--- src/rtl/cpu_trace_buffer.sv ---
// Trace capture ring for the mini CPU debug bus: PC/ACC/DOUT plus a timestamp,
// with PC or software trigger, post-trigger depth, change-only compression and a valid/ready drain.
module cpu_trace_buffer #(
  parameter int PC_W   = 8,
  parameter int DATA_W = 8,
  parameter int DEPTH  = 16,
  parameter int TS_W   = 16
) (
  input  logic                       clk,
  input  logic                       rst_n,
  input  logic                       arm,
  input  logic                       change_only,
  input  logic                       trig_en,
  input  logic [PC_W-1:0]            trig_pc,
  input  logic                       sw_trig,
  input  logic [$clog2(DEPTH):0]     post_count,
  input  logic [PC_W-1:0]            pc_in,
  input  logic [DATA_W-1:0]          acc_in,
  input  logic [DATA_W-1:0]          dout_in,
  output logic                       rd_valid,
  input  logic                       rd_ready,
  output logic [PC_W-1:0]            rd_pc,
  output logic [DATA_W-1:0]          rd_acc,
  output logic [DATA_W-1:0]          rd_dout,
  output logic [TS_W-1:0]            rd_ts,
  output logic                       armed,
  output logic                       triggered,
  output logic                       done,
  output logic [$clog2(DEPTH):0]     count
);
  localparam int AW = $clog2(DEPTH);
  localparam int CW = AW + 1;

  typedef enum logic [1:0] {IDLE, ARMED, POST, DONE} state_t;
  typedef struct packed {
    logic [PC_W-1:0]   pc;
    logic [DATA_W-1:0] acc;
    logic [DATA_W-1:0] dout;
    logic [TS_W-1:0]   ts;
  } entry_t;

  state_t            state, state_nxt;
  entry_t            mem [DEPTH];
  logic [AW-1:0]     wptr, rptr;
  logic [CW-1:0]     cnt, post_cnt, post_lim, post_clamp;
  logic [TS_W-1:0]   ts;
  logic              co, first;
  logic [PC_W-1:0]   last_pc;
  logic [DATA_W-1:0] last_acc, last_dout;
  logic              capturing, trig_hit, same, store, xfer;

  assign capturing  = (state == ARMED) || (state == POST);
  // arm has priority over a trigger in the same cycle
  assign trig_hit   = (state == ARMED) && !arm && (sw_trig || (trig_en && pc_in == trig_pc));
  assign same       = (pc_in == last_pc) && (acc_in == last_acc) && (dout_in == last_dout);
  assign store      = capturing && !arm && (!co || first || trig_hit || !same);
  assign rd_valid   = (state == DONE) && (cnt != '0);
  assign xfer       = rd_valid && rd_ready && !arm;
  // keeps the trigger sample inside the ring
  assign post_clamp = (post_count > CW'(DEPTH-1)) ? CW'(DEPTH-1) : post_count;

  always_comb begin
    state_nxt = state;
    if (arm) state_nxt = ARMED;
    else begin
      case (state)
        ARMED: if (trig_hit) state_nxt = (post_lim == '0) ? DONE : POST;
        POST:  if (store && (post_cnt + CW'(1) == post_lim)) state_nxt = DONE;
        DONE:  if (xfer && cnt == CW'(1)) state_nxt = IDLE;
        default: state_nxt = state;
      endcase
    end
  end

  always_ff @(posedge clk) begin
    if (!rst_n) begin
      state     <= IDLE;
      wptr      <= '0;
      rptr      <= '0;
      cnt       <= '0;
      ts        <= '0;
      post_cnt  <= '0;
      post_lim  <= '0;
      co        <= 1'b0;
      first     <= 1'b0;
      last_pc   <= '0;
      last_acc  <= '0;
      last_dout <= '0;
    end else begin
      state <= state_nxt;
      if (arm) begin
        wptr     <= '0;
        rptr     <= '0;
        cnt      <= '0;
        ts       <= '0;
        post_cnt <= '0;
        post_lim <= post_clamp;
        co       <= change_only;
        first    <= 1'b1;
      end else begin
        if (capturing) ts <= ts + TS_W'(1);
        if (store) begin
          wptr      <= wptr + AW'(1);
          first     <= 1'b0;
          last_pc   <= pc_in;
          last_acc  <= acc_in;
          last_dout <= dout_in;
          if (cnt == CW'(DEPTH)) rptr <= rptr + AW'(1);
          else                   cnt  <= cnt + CW'(1);
          if (state == POST) post_cnt <= post_cnt + CW'(1);
        end
        if (xfer) begin
          rptr <= rptr + AW'(1);
          cnt  <= cnt - CW'(1);
        end
      end
    end
  end

  always_ff @(posedge clk) begin
    if (store) mem[wptr] <= '{pc: pc_in, acc: acc_in, dout: dout_in, ts: ts};
  end

  assign rd_pc     = rd_valid ? mem[rptr].pc   : '0;
  assign rd_acc    = rd_valid ? mem[rptr].acc  : '0;
  assign rd_dout   = rd_valid ? mem[rptr].dout : '0;
  assign rd_ts     = rd_valid ? mem[rptr].ts   : '0;
  assign armed     = (state == ARMED);
  assign triggered = (state == POST) || (state == DONE);
  assign done      = (state == DONE);
  assign count     = cnt;
endmodule

--- config.mk ---
export PLATFORM = sky130hd
export DESIGN_NAME = cpu_trace_buffer
export DESIGN_NICKNAME = d
export VERILOG_FILES = /design/src/rtl/cpu_trace_buffer.sv
export SDC_FILE = /design/constraint.sdc
export NUM_CORES = 1
export LEC_CHECK = 0
export ABC_AREA = 1
export BUFFER_PORTS_ARGS = -buffer_cell sky130_fd_sc_hd__buf_2
export CELL_PAD_IN_SITES_DETAIL_PLACEMENT = 0
export CELL_PAD_IN_SITES_GLOBAL_PLACEMENT = 1
export CORE_UTILIZATION = 40
export CTS_CLUSTER_SIZE = 20
export DETAILED_ROUTE_END_ITERATION = 10
export GPL_TIMING_DRIVEN = 0
export PLACE_DENSITY_LB_ADDON = 0.1
export SETUP_SLACK_MARGIN = 0.3
export SYNTH_ARGS = -nofsm -noshare
export SYNTH_HDL_FRONTEND = slang
export SYNTH_SLANG_ARGS = --single-unit
export TNS_END_PERCENT = 20
--- constraint.sdc ---
create_clock -name clk -period 3.9 [get_ports clk]
set_input_delay 0.78 -clock clk [delete_from_list [all_inputs] [get_ports clk]]
set_output_delay 0.78 -clock clk [all_outputs]
set_load 0.02 [all_outputs]
==> impl_metrics.ini <==
[setup_path]
critPathBufInv = 5
cp_slowest_cell = o211ai_1
crit_family = buffers and inverters
cp_cell_sequence = buf_6, inv_4, buf_6, clkbuf_4, o211ai_1, o21ai_1, nand2_1, nand2_1, a31oi_1, buf_2
r2r-end = mem[14][21]$_DFFE_PP_
end_kind = primary output
cp_slowest_stage_delay_ns = 0.40
rr_worst_depth = 10
critPathLaunchType = flop
reg2reg_slack_ns = 0.39
path_class = flop to primary output
crit_fanout = 10
worstReg2RegStart = state[1]$_SDFFE_PP0P_
required_ns = 3.12
crit_arrival_ns = 2.73

[timing]
max_slew_margin = 0.385
rsz0062_at_grt = true
fmax_mhz = 285
finalSetupTns_ns = 0
max_slew.worst_pin.slew_ns = 0.920
fin_worst_skew_ns = 0.0221
post-route-period-util = 0.901
finalCriticalPeriod_ns = 3.51
hold_viol = 0
fin_hold_ws_ns = 0.391
setup_viol = 0
drv_slew = 0

[worst_hold_path]
hold_end = co$_SDFFE_PN0P_
worstHoldStart = change_only
worstHoldPathCells = 3
hold_class = input pin to flop

[routing]
drt-wirelength-per-cell_um = 22.1
route.detailed.drc = 0
avgViaCountPerCell = 5.16
vias = 18500
postRouteAntennaNets = 0
drt-total-wl_mm = 79.5
dr.first_iter.drc_count = 1346
dr.pass1.iters = 5

[clocking]
clock_sinks = 711
cts_tree = done
path_clk_slew_ns = 0.06
cts-root-buf = clkbuf_16
hold_buffers = 0
cts_max_level = 3
clk_latency_ns = 0.62
cts_buffer_depth = 3
cts_buffers = 77

[cells_and_area]
final_cells = 3594
nets = 2629
final_common_cell = edfxtp_1
antenna_cells = 0
syn_to_final_growth_pct = 16.0
fill_cells = 6673
final_layout_size_suffix_gt1_frac = 0.131
fin_util = 0.468
final_cell_mix = edfxtp_1, o21ai_0, nand2_1

[synthesis]
synth.mux.area_fraction = 0.0545
synth_nets = 2442
syn_area_um2 = 29400
synth_edf_count = 640
synth_xor_area_frac = 0.00388
syn_inst = 2383
syn_area_per_cell_um2 = 12.3
ys_types = 38
synth_top_family_by_area = compound AO/OA/AOI/OAI gates
synth_compound_area_frac = 0.121
synth_flop_cell = edfxtp_1
synthAdderAreaFrac = 0.00639
yosys.area_share.simple = 0.0586
ys_warn_count = 0
seq_area_frac_synth = 0.703
ys_ff_latch = 711
synthArstFlopShare = 0

[job]
maxCapViolCount = 0

[die]
die_area_um2 = 74500
start_util = 0.403
fp.dieH_um = 273
ios = 93
rows = 99
dieWidth_um = 273
coreArea_um2 = 72800

[power_and_ir_drop]
fin_total_pwr_uw = 15900
ir_worst_vdd_v = 0.000293
power.density_nw_per_um2 = 467
leakagePower_uw = 0.0119

[global_routing]
grt_antenna_before_repair = 1
grt_use_total = 0.213
grt_overflow = 0
grt_pass1_wl_mm = 116
grt_pass1_vias = 18400
grt_max_degree = 24

[placed_design]
io_buffers = 92
dp_hpwl_mm = 50.2
place_inst = 3450
place.gp.congestion = 0.774

[run_status]
status = complete, no violations
==> state kept, by name (all words and copies together) (netlist names), named ones only <==
| register | flops |
|---|---|
| post_lim | 5 |
| last_pc | 8 |
| post_cnt | 5 |
| mem | 640 |
| count | 5 |
| last_acc | 8 |
| first | 1 |
| co | 1 |
| rptr | 4 |
| state | 2 |
| ts | 16 |
| wptr | 4 |
| last_dout | 8 |
==> synth_stat cells, types with 2 or more instances <==
master / number / share of area
o21ai_4: 2 / 0.0011
clkbuf_1: 75 / 0.0096
mux2i_1: 160 / 0.055
buf_2: 22 / 0.0037
ha_1: 15 / 0.0064
xnor2_1: 7 / 0.0021
nor2_4: 2 / 0.00077
a211oi_1: 4 / 0.0010
o21ai_0: 326 / 0.056
xor2_1: 6 / 0.0018
inv_2: 9 / 0.0011
nor2_2: 3 / 0.00064
edfxtp_1: 640 / 0.65
nand3_1: 22 / 0.0037
buf_6: 4 / 0.0015
nand4_1: 11 / 0.0023
o21ai_1: 41 / 0.0070
o211ai_1: 41 / 0.010
nor3_1: 9 / 0.0015
nand2_1: 289 / 0.037
a31oi_1: 40 / 0.0085
a21oi_1: 209 / 0.036
inv_1: 250 / 0.032
nand2_4: 2 / 0.00077
nor2_1: 79 / 0.010
dfxtp_1: 71 / 0.048
or2_2: 5 / 0.0011
buf_1: 19 / 0.0024
buf_4: 11 / 0.0028
==> worst max-delay path by stage <==
stage                                startpoint               endpoint  slack (ns)  cells past startpoint
after global routing      state[1]$_SDFFE_PP0P_  mem[14][21]$_DFFE_PP_        0.19                     10
after floorplan                       acc_in[7]   mem[11][0]$_DFFE_PP_        0.01                     12
after CTS                                  flop               rd_ts[4]        0.22                      9
final                                      flop               rd_pc[7]        0.39                     10
after detailed placement             dout_in[4]  mem[12][14]$_DFFE_PP_       -0.14                     14
after global placement                 pc_in[7]  mem[14][12]$_DFFE_PP_       -2.73                     16
==> kinds of logic after synthesis <==
group,count (synthesis)
simple gates,425
buf+inv,391
mux,160
compound gates,668
fa+ha+maj,15
flops,711
xor+xnor,13
==> area by class of cell <==
type                       instances  area, um^2  share of cell area
sequential                       711       20600               0.606
clock inverter                    44         308             0.00903
clock buffer                     100        2100              0.0615
buffer                           131         743              0.0218
multi-input combinational       1281        7310               0.215
tap                              959        1200              0.0352
timing repair buffer             108         786              0.0231
inverter                         260         983              0.0289
==> stage by stage <==
| stage | instance area [um^2] | setup WS [ns] |
|---|---|---|
| finish | 34100 | 0.387 |
| global route | 34100 | 0.194 |
| CTS | 34000 | 0.219 |
| detailed placement | 31500 | -0.143 |
| global placement | 31000 | -2.73 |
| floorplan | 29400 | 0.0103 |
==> power by group <==
group	switching (uW)	total, uW	internal, uW
logic	388	546	158
clock network	2980	6990	4010
registers	40.5	8390	8350
==> tightest hold or removal path: cells and delay by family <==
kind / cells / cell delay, ns
buffers and inverters: 1 / 0.07
AND/OR/NAND/NOR: 2 / 0.11
==> timing repair <==
action,in CTS,in global routing
pin swaps,2,2
gates cloned,0,0
setup endpoints to repair,40,283
buffers inserted,0,0
gates resized for setup,52,59
==> metal layers <==
layer  wire (um)  GRT usage  up-vias
met4        1650     0.0598        0
li1            -          -     8903
met3        3760     0.0268      100
met1       36000      0.295     9098
met2       38100      0.354      441
met5           0          0        -
(Power assumes the default switching activity.)
